### src/rtl/seq_mult_pkg.sv
// rtl/seq_mult_pkg.sv - shared state encoding and negate helper for seq_signed_mult
//
// Contents:
//   state_t    FSM encoding S_IDLE=0, S_CALC=1, S_DONE=2 (3 is unused and behaves as IDLE)
//   NEG_MAX_W  widest value twos_neg can handle
//   twos_neg   two's complement negate; callers zero-extend in and size-cast out

package seq_mult_pkg;

  typedef enum logic [1:0] {
    S_IDLE = 2'd0,
    S_CALC = 2'd1,
    S_DONE = 2'd2
  } state_t;

  // Product width 2*WIDTH must fit here, so WIDTH is limited to 32.
  localparam int NEG_MAX_W = 64;

  // Negation mod 2^64. The low N bits of the result are the N-bit negation
  // of the low N bits of v, so a truncating size cast gives any narrower width.
  function automatic logic [NEG_MAX_W-1:0] twos_neg(input logic [NEG_MAX_W-1:0] v);
    return ~v + 64'd1;
  endfunction

endpackage

### src/rtl/mag_conv.sv
// rtl/mag_conv.sv - operand to (unsigned magnitude, sign) converter
//
// Ports:
//   in_val     in   WIDTH  raw operand
//   is_signed  in   1      1 = in_val is two's complement
//   magnitude  out  WIDTH  |in_val| as unsigned; the most negative value maps to 2^(WIDTH-1)
//   sign_bit   out  1      1 when in_val is negative in signed mode

module mag_conv
  import seq_mult_pkg::*;
#(
  parameter int WIDTH = 8
) (
  input  logic [WIDTH-1:0] in_val,
  input  logic             is_signed,
  output logic [WIDTH-1:0] magnitude,
  output logic             sign_bit
);

  assign sign_bit  = is_signed & in_val[WIDTH-1];
  assign magnitude = sign_bit ? WIDTH'(twos_neg(64'(in_val))) : in_val;

endmodule

### src/rtl/seq_signed_mult.sv
// rtl/seq_signed_mult.sv - sequential shift-add multiplier, signed/unsigned, start/busy/done
//
// Ports:
//   clk           in   1        clock, all logic on posedge
//   rst           in   1        synchronous active-high reset; aborts any operation
//   start         in   1        request; accepted only in IDLE or DONE
//   is_signed     in   1        1 = two's complement operands; sampled with start
//   multiplier    in   WIDTH    operand A; sampled with start
//   multiplicand  in   WIDTH    operand B; sampled with start
//   busy          out  1        high while in CALC
//   done          out  1        one-cycle pulse, product valid
//   product       out  2*WIDTH  result, held until the next result write
//   zflag         out  1        product == 0
//
// One multiplier bit per clock: WIDTH CALC edges, then one DONE cycle.
// Operands are multiplied as magnitudes and the sign is applied on the
// final edge, so the accumulator never needs sign handling.

module seq_signed_mult
  import seq_mult_pkg::*;
#(
  parameter int WIDTH = 8
) (
  input  logic                 clk,
  input  logic                 rst,
  input  logic                 start,
  input  logic                 is_signed,
  input  logic [WIDTH-1:0]     multiplier,
  input  logic [WIDTH-1:0]     multiplicand,
  output logic                 busy,
  output logic                 done,
  output logic [2*WIDTH-1:0]   product,
  output logic                 zflag
);

  localparam int CNT_W = (WIDTH > 1) ? $clog2(WIDTH) : 1;
  localparam int PW    = 2 * WIDTH;
  localparam logic [CNT_W-1:0] LAST_CNT = CNT_W'(WIDTH - 1);

  state_t           state;
  state_t           state_n;
  logic [CNT_W-1:0] count;
  logic [WIDTH-1:0] mag_a;    // shifts right one bit per step
  logic [WIDTH-1:0] mag_b;
  logic [PW-1:0]    acc;
  logic             neg;

  logic [WIDTH-1:0] mag_a_in;
  logic [WIDTH-1:0] mag_b_in;
  logic             sign_a;
  logic             sign_b;

  logic             load;
  logic             step;
  logic             last_step;
  logic [PW-1:0]    addend;
  logic [PW-1:0]    acc_sum;
  logic [PW-1:0]    result;

  mag_conv #(.WIDTH(WIDTH)) u_conv_a (
    .in_val    (multiplier),
    .is_signed (is_signed),
    .magnitude (mag_a_in),
    .sign_bit  (sign_a)
  );

  mag_conv #(.WIDTH(WIDTH)) u_conv_b (
    .in_val    (multiplicand),
    .is_signed (is_signed),
    .magnitude (mag_b_in),
    .sign_bit  (sign_b)
  );

  // Step arithmetic. The largest partial sum is (2^W-1)^2 < 2^(2W), so the
  // 2*WIDTH-bit accumulator cannot overflow.
  always_comb begin
    addend  = PW'(mag_b) << count;
    acc_sum = acc + (mag_a[0] ? addend : '0);
    result  = neg ? PW'(twos_neg(64'(acc_sum))) : acc_sum;
  end

  // Next state and control decode. The unused encoding falls into the
  // default branch and therefore behaves exactly like IDLE.
  always_comb begin
    state_n   = state;
    load      = 1'b0;
    step      = 1'b0;
    last_step = 1'b0;
    busy      = 1'b0;
    done      = 1'b0;
    case (state)
      S_CALC: begin
        busy      = 1'b1;
        step      = 1'b1;
        last_step = (count == LAST_CNT);
        if (last_step) begin
          state_n = S_DONE;
        end
      end
      S_DONE: begin
        done = 1'b1;
        load = start;
        state_n = start ? S_CALC : S_IDLE;
      end
      default: begin
        load = start;
        state_n = start ? S_CALC : S_IDLE;
      end
    endcase
  end

  always_ff @(posedge clk) begin
    if (rst) begin
      state   <= S_IDLE;
      count   <= '0;
      mag_a   <= '0;
      mag_b   <= '0;
      acc     <= '0;
      neg     <= 1'b0;
      product <= '0;
      zflag   <= 1'b1;
    end else begin
      state <= state_n;
      if (load) begin
        mag_a <= mag_a_in;
        mag_b <= mag_b_in;
        neg   <= sign_a ^ sign_b;
        acc   <= '0;
        count <= '0;
      end else if (step) begin
        acc   <= acc_sum;
        mag_a <= mag_a >> 1;
        count <= count + 1'b1;
        if (last_step) begin
          product <= result;
          zflag   <= (acc_sum == '0);
        end
      end
    end
  end

endmodule

### config.mk
export PLATFORM = sky130hd
export DESIGN_NAME = seq_signed_mult
export DESIGN_NICKNAME = d
export VERILOG_FILES = /design/src/rtl/seq_mult_pkg.sv /design/src/rtl/mag_conv.sv /design/src/rtl/seq_signed_mult.sv
export SDC_FILE = /design/constraint.sdc
export NUM_CORES = 1
export LEC_CHECK = 0
export CAP_MARGIN = 20
export CORE_ASPECT_RATIO = 0.75
export CORE_UTILIZATION = 57
export CTS_CLUSTER_SIZE = 16
export DETAILED_ROUTE_END_ITERATION = 12
export GPL_TIMING_DRIVEN = 1
export PLACE_DENSITY = 0.8
export SLEW_MARGIN = 20
export SYNTH_ARGS = -nofsm -noshare
export SYNTH_HDL_FRONTEND = slang
export SYNTH_SLANG_ARGS = --single-unit
### constraint.sdc
create_clock -name clk -period 9.4 [get_ports clk]
set_input_delay 1.41 -clock clk [delete_from_list [all_inputs] [get_ports clk]]
set_output_delay 1.41 -clock clk [all_outputs]
set_load 0.05 [all_outputs]
==> insert_results.sql, run 1 <==
INSERT INTO impl_metrics (metric_group, metric, value, unit) VALUES
('setup_path', 'critPathMostFrequentCell', 'a211o_1', ''),
('min_path', 'timing.hold.worst.class', 'reg -> reg', ''),
('cts', 'buffer_cell_driving_the_clock_tree_root', 'clkbuf_8', ''),
('run', 'drv.max_cap_violation_count', '0', ''),
('routing', 'detail_route.first_pass.iterations', '12', ''),
('routing', 'drc', '4', ''),
('logic_synthesis', 'postSynthNetCount', '569', ''),
('setup_path', 'critPathMaxFanout', '15', ''),
('layout', 'post_route_cells_drive_above_1_share', '5.72', '%'),
('floorplanning', 'top_level_ports', '39', ''),
('logic_synthesis', 'synth_adder_area_share', '6.79', '%'),
('logic_synthesis', 'synth_xor_xnor_area_share', '7.05', '%'),
('routing', 'postRouteWirelength', '10300', 'um'),
('routing', 'drt-met1-wl', '4940', 'um'),
('setup_path', 'timing.critical_path.to_type', 'flip-flop', ''),
('logic_synthesis', 'synth.largest_area_cell', 'dfxtp_1', ''),
('floorplanning', 'floorplan.die.width', '98.5', 'um'),
('cts', 'clk_transition_reported_paths', '0.11', 'ns'),
('logic_synthesis', 'synth_top_cells_by_area', 'dfxtp_1 (28%), nor2_1 (7.3%), nand2_1 (6.3%), a21oi_1 (6.3%), ha_1 (6.3%)', ''),
('placed_design', 'place.detailed.hpwl', '7790', 'um'),
('grt', 'grt_start_max_net_pins', '38', ''),
('logic_synthesis', 'synth_edf_count', '0', ''),
('cts', 'tritoncts.num_buffers', '5', ''),
('logic_synthesis', 'largest_family_of_logic_cells_by_synthesized_area', 'simple AND/OR/NAND/NOR gates', ''),
('status', 'status', 'complete, but fails checks', ''),
('logic_synthesis', 'synth.yosys.seq_area_share', '27.7', '%'),
('floorplanning', 'dieArea', '7320', 'um2'),
('grt', 'grt.total_usage', '29.8', '%'),
('placed_design', 'gp_routability_congestion', '0.955', ''),
('setup_path', 'crit_path_top_delay_cell', 'dfxtp_1', ''),
('status', 'violations', 'DRC', ''),
('logic_synthesis', 'share_of_synthesized_area_spent_on_multiplexers', '3.65', '%'),
('logic_synthesis', 'yosysMostFrequentCell', 'nor2_1', ''),
('setup_path', 'cp_slowest_stage_delay', '0.69', 'ns'),
('cts', 'cts.htree.levels', '2', ''),
('cts', 'post_cts_resized', '0', ''),
('cts', 'cts.repair_timing.setup_buffer_count', '0', ''),
('setup_path', 'wp_data_arrival', '4.67', 'ns'),
('routing', 'route.vias.total', '3793', ''),
('setup_path', 'path_cells', 'mux2_2 -> o21ai_0 -> nor2_1 -> o21a_1 -> ha_1 -> xor2_1 -> o41ai_1 -> mux2i_1 -> a211o_1 -> or4_4 -> nor4b_2 -> nor3_1 -> a211o_1', ''),
('sta', 'hold_viol_final', '0', ''),
('cts', 'cts_buffer_depth', '2', ''),
('sta', 'slew_headroom', '41.6', '%'),
('power', 'power_per_cell_area', '109', 'nW/um2'),
('setup_path', 'required', '9.62', 'ns'),
('sta', 'max_freq', '0.225', 'GHz'),
('routing', 'wl_per_cell', '16.5', 'um'),
('layout', 'number_of_inserted_filler_cells_in_the_final_layout', '578', ''),
('sta', 'slew_viol_final', '0', ''),
('logic_synthesis', 'async_flop_share', '0', '%'),
('routing', 'routed-wl-met2', '4580', 'um'),
('floorplanning', 'placementRows', '25', ''),
('cts', 'hold_buffers', '0', ''),
('logic_synthesis', 'netlist.area_leader.share', '27.7', '%'),
('logic_synthesis', 'yosys-top-cells-count', 'nor2_1 (77), nand2_1 (67), dfxtp_1 (55), a21oi_1 (50), clkbuf_1 (29)', ''),
('cts', 'numClockSinks', '55', ''),
('logic_synthesis', 'yosys.area_share.simple', '25.5', '%'),
('sta', 'crit_share_post_route', '47.3', '%'),
('sta', 'max_slew.worst_pin.slew', '0.877', 'ns'),
('sta', 'timing.final.crit_period', '4.45', 'ns'),
('power', 'max-vdd-ir-drop', '0.000101', 'V'),
('layout', 'fin_util', '68.1', '%'),
('grt', 'globalRouteOverflowTotal', '0', ''),
('sta', 'fin_worst_skew', '0.0107', 'ns'),
('logic_synthesis', 'yosysWarningCount', '0', ''),
('floorplanning', 'starting_density_of_the_core', '61.1', '%'),
('sta', 'setup-tns-final', '0', 'ns'),
('cts', 'cts_tree', 'yes', ''),
('logic_synthesis', 'yosysUniqueCellTypes', '64', ''),
('sta', 'grt_setup_unrepaired', 'false', ''),
('setup_path', 'timing_worst_setup_path_type', 'reg -> reg', '');
==> report_power, final <==
group / total [mW] / switching [mW] / internal (mW)
sequential: 0.248 / 0.00841 / 0.240
combinational: 0.0929 / 0.0550 / 0.0379
clock: 0.142 / 0.0881 / 0.0541
==> sequential cells by signal, summed over array words and instances, names as in the netlist <==
| signal | cells |
|---|---|
| product | 16 |
| zflag | 1 |
| mag_a | 8 |
| state | 2 |
| acc | 16 |
| mag_b | 8 |
| count | 3 |
| neg | 1 |
==> layout by cell type (no fill, tap or decap), drive strengths merged, types with 2 or more instances in the layout <==
master	n
a2111oi	3
nor2b	7
or3b	2
dfxtp	55
o211a	3
nand2b	4
or2	2
a21o	5
nor3	15
nor4	4
o221ai	2
and2	7
a21oi	52
o21a	3
mux2	4
clkinv	2
clkbuf	5
xor2	16
a211o	3
a311oi	7
and3	5
o21ai	16
nand3	14
nor2	77
o41ai	2
ha	20
a211oi	24
a31oi	3
mux2i	10
buf	3
or3	5
nand4	4
o31ai	5
nand3b	2
or4	2
nand2	67
inv	15
xnor2	16
clkdlybuf4s50	38
==> per-layer routing <==
layer,up-vias,track usage [%]
li1,1893,-
met1,1763,39.8
met2,121,51.3
met3,16,5.26
met4,0,6.63
met5,-,0
==> stage by stage <==
step / power (mW) / hold slack [ns] / area (um2) / cells / setup WS, ns
2_1_floorplan: 0.316 / 0.441 / 3980 / 528 / 5.45
3_3_place_gp: 0.341 / 0.444 / 4340 / 615 / 5.14
3_5_place_dp: 0.344 / 0.445 / 4340 / 615 / 5.06
4_1_cts: 0.482 / 0.460 / 4430 / 623 / 5.04
5_1_grt: 0.505 / 0.479 / 4430 / 623 / 4.66
6_report: 0.483 / 0.463 / 4430 / 623 / 4.95
==> cell type report <==
type                       count  area [um2]  share of cell area [%]
clock buffer                   5        68.8                    1.55
inverter                      15        56.3                    1.27
tap                           81         101                    2.29
multi-input combinational    423        2680                    60.4
timing repair buffer          41         403                    9.09
clock inverter                 3        23.8                   0.537
sequential                    55        1100                    24.9
==> cells by family after synthesis <==
logic type               count (synthesis)
AO/OA/AOI/OAI                          136
XOR/XNOR                                32
adder cells (fa/ha/maj)                 21
buffers and inverters                   50
flip-flops                              55
multiplexers                            14
AND/OR/NAND/NOR                        220
==> final timing paths <==
check                               start                  endpoint  slack (ns)  cells after the start
setup / recovery    count[1]$_SDFFE_PP0P_  product[15]$_SDFFE_PP0P_        4.95                     13
hold / removal    product[2]$_SDFFE_PP0P_   product[2]$_SDFFE_PP0P_        0.46                      2
setup reg to reg    count[1]$_SDFFE_PP0P_  product[15]$_SDFFE_PP0P_        4.95                     13
hold reg to reg   product[2]$_SDFFE_PP0P_   product[2]$_SDFFE_PP0P_        0.46                      2
==> worst max-delay path: cells and delay by family, from the launching register on <==
family	cells	cell delay, ns
AOI/OAI and AO/OA	5	1.38
adders and majority gates	1	0.51
DFF	1	0.69
muxes	2	0.58
xor gates and xnor gates	1	0.15
and+or+nand+nor	4	1.04
(Power assumes the default switching activity.)
==> inputs of run 2 (changes only) <==
Settings changed: CORE_UTILIZATION 57 to 52, PLACE_DENSITY 0.8 to 0.77.
Clock period 9.4 ns to 3.6 ns, I/O delays scaled along.
==> run 2 against run 1 <==
Against the previous run:
- the run ends with setup timing left
- combinational power rose to 3.5 times the previous value
- sequential power rose to 2.6 times the previous value
- clock skew is 0.0023 ns lower
- die area increased by 9.4%
- critical path depth increased by 2
- power rose to 2.8 times the previous value
- wire length is 9.6% higher
- via count is 8.2% higher
- global-route usage down 1.4 points
- cell count is 15% higher
- flip-flop and latch count unchanged
- worst hold slack gained 0.0058 ns
- critical path type unchanged
==> insert_results.sql, run 2 (same netlist as run 1, synthesis figures left out) <==
INSERT INTO impl_metrics (metric_group, metric, value, unit) VALUES
('setup_path', 'cp_slowest_stage_delay', '0.48', 'ns'),
('placed_design', 'dp_cells', '694', ''),
('grt', 'grt_first_pass_wirelength', '18000', 'um'),
('routing', 'detail_route.first_pass.iterations', '5', ''),
('floorplanning', 'core_area', '7360', 'um2'),
('status', 'violations', 'setup timing', ''),
('sta', 'timing.final.crit_period', '3.61', 'ns'),
('sta', 'max_slew.worst_pin.slew', '0.743', 'ns'),
('routing', 'wl_per_cell', '15.8', 'um'),
('layout', 'layout.cells.most_common_list', 'nor2_1 (70), buf_4 (70), nand2_1 (67)', ''),
('routing', '1st_iter_drt_viols', '317', ''),
('cts', 'numClockSinks', '55', ''),
('floorplanning', 'dieArea', '8010', 'um2'),
('layout', 'top_regs', 'acc: 16 flops, product: 16 flops', ''),
('sta', 'crit_share_post_route', '100', '%'),
('setup_path', 'path_cells', 'buf_12 -> mux2i_2 -> mux2_4 -> nor2_1 -> o21a_1 -> ha_4 -> buf_12 -> xor2_1 -> o41ai_2 -> mux2i_1 -> a211o_1 -> or4_4 -> nor4b_4 -> nor3_2 -> a211o_1', ''),
('cts', 'insertion_delay', '0.32', 'ns'),
('grt', 'number_of_global_route_vias_before_repair', '3752', ''),
('floorplanning', 'starting_density_of_the_core', '54.0', '%'),
('sta', 'setup-tns-final', '-0.0206', 'ns'),
('floorplanning', 'die_height', '77.7', 'um'),
('placed_design', 'gp_routability_congestion', '1.00', ''),
('placed_design', 'place_area', '4850', 'um2'),
('layout', 'finalNonFillerCells', '714', ''),
('routing', 'route.vias.total', '4105', ''),
('power', 'power_per_cell_area', '256', 'nW/um2'),
('run', 'drv.max_cap_violation_count', '0', ''),
('setup_path', 'timing_worst_setup_path_type', 'reg -> reg', ''),
('layout', 'finalNetCount', '653', ''),
('layout', 'antenna-diode-count', '0', ''),
('cts', 'buffer_cell_driving_the_clock_tree_root', 'clkbuf_8', ''),
('grt', 'grt.total_usage', '28.4', '%'),
('power', 'p_leak', '2.11', 'nW'),
('cts', 'tritoncts.num_buffers', '5', ''),
('layout', 'post-route-cell-area', '5260', 'um2'),
('sta', 'slew_headroom', '50.3', '%'),
('power', 'max-vdd-ir-drop', '0.000159', 'V'),
('setup_path', 'wp_data_arrival', '3.83', 'ns'),
('sta', 'setup_viol', '2', ''),
('routing', 'routed_via_density', '5.75', ''),
('layout', 'area_growth_syn_to_layout', '32.2', '%'),
('grt', 'globalRouteOverflowTotal', '0', ''),
('sta', 'final_critical_path_setup_slack', '-0.0108', 'ns'),
('floorplanning', 'top_level_ports', '39', ''),
('min_path', 'timing.hold.worst.class', 'reg -> reg', ''),
('sta', 'grt_setup_unrepaired', 'true', ''),
('floorplanning', 'placementRows', '27', ''),
('cts', 'cts_buffer_depth', '2', ''),
('cts', 'cts_tree', 'yes', ''),
('sta', 'fin_worst_skew', '0.00838', 'ns'),
('sta', 'hold_viol_final', '0', ''),
('floorplanning', 'floorplan.die.width', '103', 'um'),
('setup_path', 'crit_path_top_delay_cell', 'or4_4', ''),
('placed_design', 'dpl_worst_slack', '-0.139', 'ns'),
('sta', 'slew_viol_final', '0', ''),
('routing', 'drtAntennaViolNets', '0', ''),
('setup_path', 'critical_path.startpoint_type', 'flip-flop', ''),
('sta', 'max_freq', '0.277', 'GHz'),
('grt', 'grt_start_max_net_pins', '33', ''),
('cts', 'cts.htree.levels', '2', ''),
('setup_path', 'required', '3.82', 'ns'),
('layout', 'post_route_cells_drive_above_1_share', '22.3', '%'),
('routing', 'drc', '0', ''),
('status', 'status', 'complete, but fails checks', ''),
('setup_path', 'timing.critical_path.to_type', 'flip-flop', ''),
('cts', 'clk_transition_reported_paths', '0.11', 'ns'),
('placed_design', 'portBuffers', '38', ''),
('routing', 'postRouteWirelength', '11300', 'um'),
('placed_design', 'place.detailed.hpwl', '8340', 'um'),
('power', 'fin_total_pwr', '1.34', 'mW'),
('setup_path', 'critPathMaxFanout', '8', ''),
('grt', 'antenna_found_initial', '0', '');
run 2: timing repair:
item / in CTS / in global routing
setup endpoints to repair: 6 / 8
buffers inserted: 2 / 10
hold buffers: 0 / 0
pin swaps: 1 / 17
gates resized for setup: 9 / 36
run 2: area by class of cell:
cell class / instances / area, um2
clock buffer: 5 / 68.8
clock inverter: 3 / 23.8
fill: 591 / 2110
inverter: 15 / 56.3
multi-input combinational: 423 / 2910
sequential: 55 / 1110
tap: 101 / 126
timing repair buffer: 112 / 968
run 2: worst max-delay path, delay by kind of cell, from the launching register on:
kind,cells,cell delay [ns]
and+or+nand+nor,4,0.96
AOI/OAI and AO/OA,4,0.91
muxes,3,0.59
DFF,1,0.38
buffers and inverters,2,0.27
adders and majority gates,1,0.24
xor gates and xnor gates,1,0.15
run 2: where the power goes:
group	internal, mW	switching (mW)	total [mW]
combinational	0.155	0.169	0.325
sequential	0.626	0.0189	0.645
clock	0.142	0.234	0.375
total	0.923	0.422	1.34
run 2: routing by layer:
layer / global-route usage [%] / share of wire, % / wire length (um) / up-vias
met2: 42.9 / 44 / 4950 / 129
met1: 42.5 / 50 / 5610 / 1931
met4: 5.77 / 0.55 / 62 / 0
met3: 3.96 / 5.6 / 632 / 4
met5: 0 / 0 / 0 / -
li1: - / - / - / 2041
run 2: worst paths after layout:
check | start | endpoint | slack [ns] | cells past startpoint
hold reg to reg | product[0]$_SDFFE_PP0P_ | product[0]$_SDFFE_PP0P_ | 0.47 | 2
setup reg to reg | count[1]$_SDFFE_PP0P_ | product[15]$_SDFFE_PP0P_ | -0.01 | 15
hold / removal | product[0]$_SDFFE_PP0P_ | product[0]$_SDFFE_PP0P_ | 0.47 | 2
setup / recovery | count[1]$_SDFFE_PP0P_ | product[15]$_SDFFE_PP0P_ | -0.01 | 15
run 2: per-stage QoR:
step           utilization, %  hold WS, ns
3_5_place_dp             65.9        0.453
5_1_grt                  71.4        0.485
4_1_cts                  67.7        0.469
6_report                 71.4        0.468
2_1_floorplan               -        0.441
3_3_place_gp             65.9        0.438
==> inputs of run 3 (changes only) <==
Settings changed: SETUP_SLACK_MARGIN set to 0.4.
==> run 3 against run 2 <==
Against the previous run:
- the run still ends with setup timing left
- fmax shrank 2.0%
- largest cell class unchanged
- global-route usage rose by 2.4 points
- critical path depth rose by 1
- non-clock buffer count up 8
- count of clock-buffer cells in the layout grew 1
==> insert_results.sql, run 3 (same netlist as run 1, synthesis figures left out) <==
INSERT INTO impl_metrics (metric_group, metric, value, unit) VALUES
('routing', 'routed_via_density', '5.87', ''),
('routing', 'drtAntennaViolNets', '0', ''),
('placed_design', 'place_area', '4930', 'um2'),
('status', 'status', 'complete, but fails checks', ''),
('cts', 'insertion_delay', '0.32', 'ns'),
('layout', 'finalNetCount', '661', ''),
('setup_path', 'reg2reg_to', 'product[14]$_SDFFE_PP0P_', ''),
('layout', 'layout.cells.most_common_list', 'nor2_1 (71), buf_4 (71), nand2_1 (66)', ''),
('sta', 'slew_viol_final', '0', ''),
('power', 'max-vdd-ir-drop', '0.000181', 'V'),
('cts', 'cts.htree.levels', '2', ''),
('floorplanning', 'die_height', '77.7', 'um'),
('sta', 'final_critical_path_setup_slack', '-0.0827', 'ns'),
('grt', 'grt.total_usage', '30.8', '%'),
('cts', 'cts_tree', 'yes', ''),
('sta', 'grt_setup_unrepaired', 'true', ''),
('sta', 'slew_headroom', '34.2', '%'),
('setup_path', 'wp_data_arrival', '3.89', 'ns'),
('layout', 'post-route-cell-area', '5510', 'um2'),
('grt', 'antenna_found_initial', '0', ''),
('layout', 'top_regs', 'acc: 16 flops, product: 16 flops', ''),
('layout', 'post_route_cells_drive_above_1_share', '25.9', '%'),
('setup_path', 'endpoint', 'product[14]$_SDFFE_PP0P_', ''),
('routing', 'wl_per_cell', '16.8', 'um'),
('cts', 'cts_buffer_depth', '2', ''),
('floorplanning', 'top_level_ports', '39', ''),
('layout', 'area_growth_syn_to_layout', '38.6', '%'),
('floorplanning', 'starting_density_of_the_core', '54.0', '%'),
('grt', 'globalRouteOverflowTotal', '0', ''),
('power', 'p_leak', '2.20', 'nW'),
('routing', 'route.vias.total', '4240', ''),
('grt', 'number_of_global_route_vias_before_repair', '3937', ''),
('power', 'power_per_cell_area', '259', 'nW/um2'),
('setup_path', 'timing.critical_path.to_type', 'flip-flop', ''),
('routing', '1st_iter_drt_viols', '365', ''),
('sta', 'fin_worst_skew', '0.00633', 'ns'),
('placed_design', 'portBuffers', '38', ''),
('placed_design', 'dpl_worst_slack', '-0.173', 'ns'),
('cts', 'buffer_cell_driving_the_clock_tree_root', 'clkbuf_8', ''),
('run', 'drv.max_cap_violation_count', '0', ''),
('setup_path', 'required', '3.81', 'ns'),
('sta', 'timing.final.crit_period', '3.68', 'ns'),
('cts', 'hold_buffers', '0', ''),
('setup_path', 'regToRegStartpoint', 'count[1]$_SDFFE_PP0P_', ''),
('sta', 'crit_share_post_route', '102', '%'),
('placed_design', 'place.detailed.hpwl', '8500', 'um'),
('sta', 'hold_viol_final', '0', ''),
('routing', 'postRouteWirelength', '12100', 'um'),
('setup_path', 'r2r_slack', '-0.08', 'ns'),
('status', 'violations', 'setup timing', ''),
('floorplanning', 'floorplan.die.width', '103', 'um'),
('routing', 'detail_route.first_pass.iterations', '5', ''),
('layout', 'antenna-diode-count', '0', ''),
('sta', 'finalHoldWorstSlack', '0.463', 'ns'),
('setup_path', 'timing.critical_path.from', 'count[1]$_SDFFE_PP0P_', ''),
('cts', 'tritoncts.num_buffers', '5', ''),
('sta', 'max_slew.worst_pin.slew', '0.988', 'ns'),
('floorplanning', 'dieArea', '8010', 'um2'),
('routing', 'drc', '0', ''),
('setup_path', 'timing_worst_setup_path_type', 'reg -> reg', ''),
('setup_path', 'critPathMaxFanout', '6', ''),
('sta', 'setup_viol', '4', ''),
('setup_path', 'ff2ff_path_depth', '16', ''),
('layout', 'fin_util', '74.9', '%'),
('grt', 'grt_start_max_net_pins', '37', ''),
('grt', 'grt_first_pass_wirelength', '19100', 'um'),
('floorplanning', 'placementRows', '27', ''),
('cts', 'numClockSinks', '55', ''),
('min_path', 'timing.hold.worst.class', 'reg -> reg', ''),
('floorplanning', 'core_area', '7360', 'um2'),
('setup_path', 'critical_path.startpoint_type', 'flip-flop', ''),
('sta', 'max_freq', '0.272', 'GHz'),
('cts', 'clk_transition_reported_paths', '0.10', 'ns'),
('placed_design', 'gp_routability_congestion', '0.969', ''),
('layout', 'number_of_inserted_filler_cells_in_the_final_layout', '537', '');
run 3: power by group:
group	total, mW	leakage, nW	internal [mW]	switching [mW]
sequential	0.649	0.448	0.625	0.0240
clock	0.435	0.0558	0.211	0.224
combinational	0.343	1.69	0.163	0.180
run 3: metal layers:
layer / up-vias / GRT usage, % / routed length, um
met3: 23 / 4.05 / 997
met5: - / 0 / 0
met2: 180 / 49.1 / 5490
met4: 0 / 7.61 / 194
li1: 2051 / - / -
met1: 1986 / 43.6 / 5440
run 3: final cells by class:
type                            instances  area, um2  area share, %
Clock buffer                            6       72.6           1.32
Clock inverter                          2       38.8          0.704
Inverter                               15       56.3           1.02
Multi-Input combinational cell        423       3070           55.7
Sequential cell                        55       1110           20.1
Tap cell                              101        126           2.29
Timing Repair Buffer                  120       1040           18.8
run 3: timing repair:
| action | in CTS | in global routing |
|---|---|---|
| hold endpoints to repair | 0 | 0 |
| pin swaps | 21 | 13 |
| gates resized for setup | 41 | 33 |
| setup endpoints to repair | 15 | 16 |
| buffers inserted | 12 | 5 |
run 3: metrics by stage:
step | total power [mW] | std cells | setup TNS [ns]
finish | 1.43 | 722 | -0.242
global route | 1.48 | 722 | -0.866
CTS | 1.40 | 717 | -0.0104
floorplan | 0.846 | 528 | 0
detailed placement | 0.952 | 697 | -0.675
global placement | 0.943 | 697 | -0.397
run 3: how the worst min path moves through the flow:
stage / from / slack (ns) / end / cells after the start
floorplan: acc[10]$_SDFFE_PP0P_ / 0.44 / acc[10]$_SDFFE_PP0P_ / 2
global placement: product[11]$_SDFFE_PP0P_ / 0.44 / product[11]$_SDFFE_PP0P_ / 2
detailed placement: product[11]$_SDFFE_PP0P_ / 0.45 / product[11]$_SDFFE_PP0P_ / 2
CTS: acc[13]$_SDFFE_PP0P_ / 0.47 / acc[13]$_SDFFE_PP0P_ / 2
global route: product[11]$_SDFFE_PP0P_ / 0.49 / product[11]$_SDFFE_PP0P_ / 2
finish: product[11]$_SDFFE_PP0P_ / 0.46 / product[11]$_SDFFE_PP0P_ / 2
run 3: worst max-delay path: stages (launching register included):
cell and delay, ns:
dfxtp_4 0.42, buf_6 0.13, buf_6 0.11, nor2_4 0.03, nand2_1 0.07, nor2_1 0.05
ha_2 0.19, fa_2 0.42, a211oi_4 0.34, o21a_4 0.24, buf_6 0.11, a21oi_2 0.05
a211o_1 0.36, or4_4 0.55, nor4_4 0.18, mux2i_1 0.22, a21oi_1 0.08
==> variant 1: new RTL, config.mk and constraints of run 1 <==
The 3 states of `state_t` get a one-hot encoding in 3 bits.
--- a/src/rtl/seq_mult_pkg.sv
+++ b/src/rtl/seq_mult_pkg.sv
@@ -9,6 +9,6 @@
 
-  typedef enum logic [1:0] {
-    S_IDLE = 2'd0,
-    S_CALC = 2'd1,
-    S_DONE = 2'd2
+  typedef enum logic [2:0] {
+    S_IDLE = 3'b001,
+    S_CALC = 3'b010,
+    S_DONE = 3'b100
   } state_t;
Formal check against the unedited RTL: no difference found for any inputs over 4 cycles, from zero or initial values and one cycle with rst high; so few cycles prove little.
==> variant 1 against run 1 <==
Clock skew fell by 0.0016 ns. Hold slack got worse by 0.0032 ns. Die area fell by 3.7%. Wire length fell by 13%. Total power fell by 0.15%. Global-route usage fell by 3.9 points. Critical path depth did not move. Final cell count fell by 3.0%. Sequential cell count rose by 1. Final area fell by 2.5%. Setup slack improved by 0.12 ns. Area after synthesis fell by 3.8%. Critical endpoint unchanged. Largest cell class unchanged. Largest power group unchanged. Highest routed layer unchanged.
==> variant 1: results (changes against run 1) <==
Setup path
  – Slowest cell on the critical path: dfxtp_1 (unchanged)
  – Largest stage delay, worst path: 0.69 ns (about the same)
  – Crit-path leading delay family: compound AO/OA/AOI/OAI gates (unchanged)
  – CP Data Arrival Time: 4.50 ns (was 4.67 ns)
  – Worst-path fanout max: 15 (unchanged)
  – Reg2Reg Depth: 13 (unchanged)

Clocking
  – CTS buffer count: 5 (unchanged)
  – Clk_lat worst skew: 0.32 ns (about the same)
  – Root buffer cell: clkbuf_8 (unchanged)
  – CTS clk-pin slew, worst paths: 0.11 ns (about the same)
  – Post-cts resize count: 0 (unchanged)
  – CTS max path bufs: 2 (unchanged)
  – H-tree depth: 2 (unchanged)
  – Post-CTS Repair Setup Buffers: 0 (unchanged)

Drt
  – Routed WL: 8970 um (was 10300 um)
  – Drt pass-1 iters: 5 (was 12)
  – 1st-iter DRT viols: 264 (was 263)
  – Via density: 6.00 (was 6.09)
  – Post-route ant nets: 0 (unchanged)

Min path
  – Hold path cells: 2 (unchanged)
  – Worst hold path class: flop to flop (unchanged)

Finish
  – Layout cell share with drive strength beyond 1: 3.82% (was 5.72%)
  – Biggest regs: acc (16), product (16) (unchanged)
  – Antenna cells: 0 (unchanged)
  – Filler cells: 573 (was 578)
  – Layout net count: 563 (was 582)

Synthesis
  – YS warnings: 0 (unchanged)
  – Synth top area cells: dfxtp_1 29%, nor2_1 7.4%, nand2_1 6.7%, ha_1 6.5%, a21oi_1 6.3% (was dfxtp_1 28%, nor2_1 7.3%, nand2_1 6.3%, a21oi_1 6.3%, ha_1 6.3%)
  – Post-synth cell types: 53 (was 64)
  – Ys async rst share: 0% (unchanged)
  – Syn nets: 548 (was 569)
  – Synth top cells by count: 75 x nor2_1, 68 x nand2_1, 56 x dfxtp_1 (was 77 x nor2_1, 67 x nand2_1, 55 x dfxtp_1)
  – Register area share after synthesis: 29.3% (was 27.7%)

Power
  – Max VDD drop: 0.0968 mV (was 0.101 mV)
  – Leakage: 1.61 nW (was 1.71 nW)

Place
  – DP HPWL: 6620 um (was 7790 um)
  – Placer Congestion: 0.946 (was 0.955)
  – Port bufs: 38 (unchanged)

STA
  – Slew @ Worst Pin: 1.01 ns (was 0.877 ns)
  – Count of pins over their slew limit: 0 (unchanged)
  – Worst clock skew: 0.00914 ns (was 0.0107 ns)

Global route
  – Largest net degree at the start of global routing: 38 (unchanged)
  – Number of global-route vias before repair: 3202 (was 3575)
  – Initial antenna violation count: 0 (unchanged)
  – First-pass GRT wire length: 15000 um (was 17200 um)
  – GRT Util Overall: 26.0% (was 29.8%)

Run status
  – Status: completed (was complete, but fails checks)
variant 1: cell families (layout without fill, tap and decap cells):
kind of cell	count (synthesis)	in the layout	share of synthesized area [%]
AO/OA/AOI/OAI	130	130	23.2
multiplexers	13	13	3.53
buffers and inverters	47	63	4.61
flip-flops	56	56	29.3
XOR/XNOR	37	37	8.47
AND/OR/NAND/NOR	203	203	23.8
adder cells (fa/ha/maj)	21	21	7.06
variant 1: worst paths after layout:
path                 end  slack, ns       start
min reg2reg   product[0]       0.46  product[0]
max reg2reg  product[15]       5.07    count[1]
max          product[15]       5.07    count[1]
min           product[0]       0.46  product[0]
variant 1: metal layers:
layer  routed length [um]  vias to the layer above  GRT usage [%]
li1                     -                     1826              -
met3                  553                       14           3.93
met5                    0                        -              0
met2                 3880                      117           41.4
met4                  103                        0           6.97
met1                 4430                     1669           36.9
variant 1: through the flow:
stage               power, mW  cell area (um2)  hold slack [ns]  cells  setup WS [ns]
CTS                     0.485             4320            0.462    604           5.13
global route            0.503             4320            0.489    604           4.80
finish                  0.483             4320            0.459    604           5.07
global placement        0.320             4200            0.444    596           5.32
detailed placement      0.322             4200            0.447    596           5.16
floorplan               0.300             3830            0.441    507           5.65
variant 1: power breakdown:
| part | switching [mW] | internal [mW] | leakage [nW] |
|---|---|---|---|
| clock | 0.0839 | 0.0809 | 0.0600 |
| sequential | 0.00636 | 0.243 | 0.455 |
| combinational | 0.0386 | 0.0295 | 1.10 |
variant 1: layout make-up:
cell class,instances,area share [%]
Clock inverter,3,1.07
Clock buffer,5,1.59
Timing Repair Buffer,40,9.15
Sequential cell,56,26.0
Multi-Input combinational cell,404,58.6
Tap cell,81,2.35
Inverter,15,1.30
==> variant 2: new RTL, settings of run 1 <==
Made on the original files. `WIDTH` is set to 8 in 2 places; all go to 16.
--- a/src/rtl/mag_conv.sv
+++ b/src/rtl/mag_conv.sv
@@ -11,3 +11,3 @@
 #(
-  parameter int WIDTH = 8
+  parameter int WIDTH = 16
 ) (
--- a/src/rtl/seq_signed_mult.sv
+++ b/src/rtl/seq_signed_mult.sv
@@ -21,3 +21,3 @@
 #(
-  parameter int WIDTH = 8
+  parameter int WIDTH = 16
 ) (
Ports: changed (resized multiplicand, multiplier and product); port bits go from 39 to 71. The function was not compared with the original's and may differ.
==> variant 2 against run 1 <==
Largest power group unchanged. Setup slack got worse by 1.1 ns. Critical path type unchanged. Final area increased by 99%. Sequential cell count increased by 49. Area after synthesis increased by 96%. Total power increased by 120%. Sequential share of layout area decreased by 1.2 points. Wire length increased by 100%. Global-route usage increased by 0.67 points. Clock power increased to 2.8 times the old value.
==> variant 2: results (changes against run 1) <==
Finish
  – Biggest regs: acc (32), product (32) (was acc (16), product (16))
  – Layout net count: 1133 (was 582)
  – Layout cell share with drive strength beyond 1: 5.35% (was 5.72%)
  – Filler cells: 1196 (was 578)

Global route
  – First-pass GRT wire length: 33900 um (was 17200 um)
  – GRT Util Overall: 30.5% (was 29.8%)
  – Met3 Use GR: 5.41% (was 5.26%)
  – Largest net degree at the start of global routing: 67 (was 38)
  – Number of global-route vias before repair: 6646 (was 3575)

Run status
  – Status: completed (was complete, but fails checks)

Power
  – P_clk: 401 uW (was 142 uW)
  – Clock group share of total power: 37.9% (was 29.4%)
  – Comb pwr share: 17.9% (was 19.2%)
  – Max VDD drop: 0.0921 mV (was 0.101 mV)
  – Sw Pwr: 318 uW (was 152 uW)

Setup path
  – CP Data Arrival Time: 5.81 ns (was 4.67 ns)
  – Worst-path fanout max: 30 (was 15)
  – Slowest cell on the critical path: dfxtp_2 (was dfxtp_1)
  – Largest stage delay, worst path: 0.76 ns (was 0.69 ns)

STA
  – Worst clock skew: 0.0107 ns (about the same)
  – Slew @ Worst Pin: 0.910 ns (was 0.877 ns)

Place
  – Port bufs: 70 (was 38)
  – Placer Congestion: 0.988 (was 0.955)

Synthesis
  – Synth top area cells: dfxtp_1 27%, a21oi_1 6.9%, nor2_1 6.8%, nand2_1 6.3%, ha_1 5.6% (was dfxtp_1 28%, nor2_1 7.3%, nand2_1 6.3%, a21oi_1 6.3%, ha_1 6.3%)
  – Mux contribution to synthesized area: 5.24% (was 3.65%)
  – Synth Area in Compound Gates: 25.5% (was 24.3%)
  – Synth Area in Adders: 5.89% (was 6.79%)
  – Synth top cells by count: 140 x nor2_1, 131 x nand2_1, 107 x a21oi_1 (was 77 x nor2_1, 67 x nand2_1, 55 x dfxtp_1)
  – Register area share after synthesis: 26.8% (was 27.7%)
  – Post-synth cell types: 84 (was 64)

Drt
  – Drt pass-1 iters: 5 (was 12)
  – 1st-iter DRT viols: 643 (was 263)
  – Via density: 6.12 (was 6.09)
  – M1 wire length: 10200 um (was 4940 um)
  – DR WL/cell: 16.9 um (was 16.5 um)

Min path
  – Hold path startpoint: product[0] (was product[2])

Clocking
  – H-tree depth: 3 (was 2)
  – Clk_lat worst skew: 0.36 ns (was 0.32 ns)
  – CTS buffer count: 9 (was 5)
## variant 2: worst paths after layout
| path | slack, ns | endpoint | cells after the start |
|---|---|---|---|
| max | 3.85 | product[29] | 17 |
| min | 0.46 | product[0] | 2 |
| max reg2reg | 3.85 | product[29] | 17 |
| min reg2reg | 0.46 | product[0] | 2 |
## variant 2: area by class of cell
cell class / instances / share of cell area, %
Inverter: 18 / 0.766
Clock inverter: 7 / 0.979
Clock buffer: 9 / 2.55
Multi-Input combinational cell: 850 / 61.1
Sequential cell: 104 / 23.6
Timing Repair Buffer: 78 / 8.51
Tap cell: 171 / 2.43
## variant 2: metrics by stage
stage	setup WS, ns	utilization [%]	hold WS [ns]	cell area (um2)	cells
floorplan	4.40	-	0.441	7780	1038
global placement	3.65	64.7	0.446	8510	1221
detailed placement	3.63	64.7	0.452	8510	1221
CTS	3.62	67.1	0.465	8820	1237
global route	3.59	67.0	0.482	8820	1237
finish	3.85	67.0	0.457	8820	1237
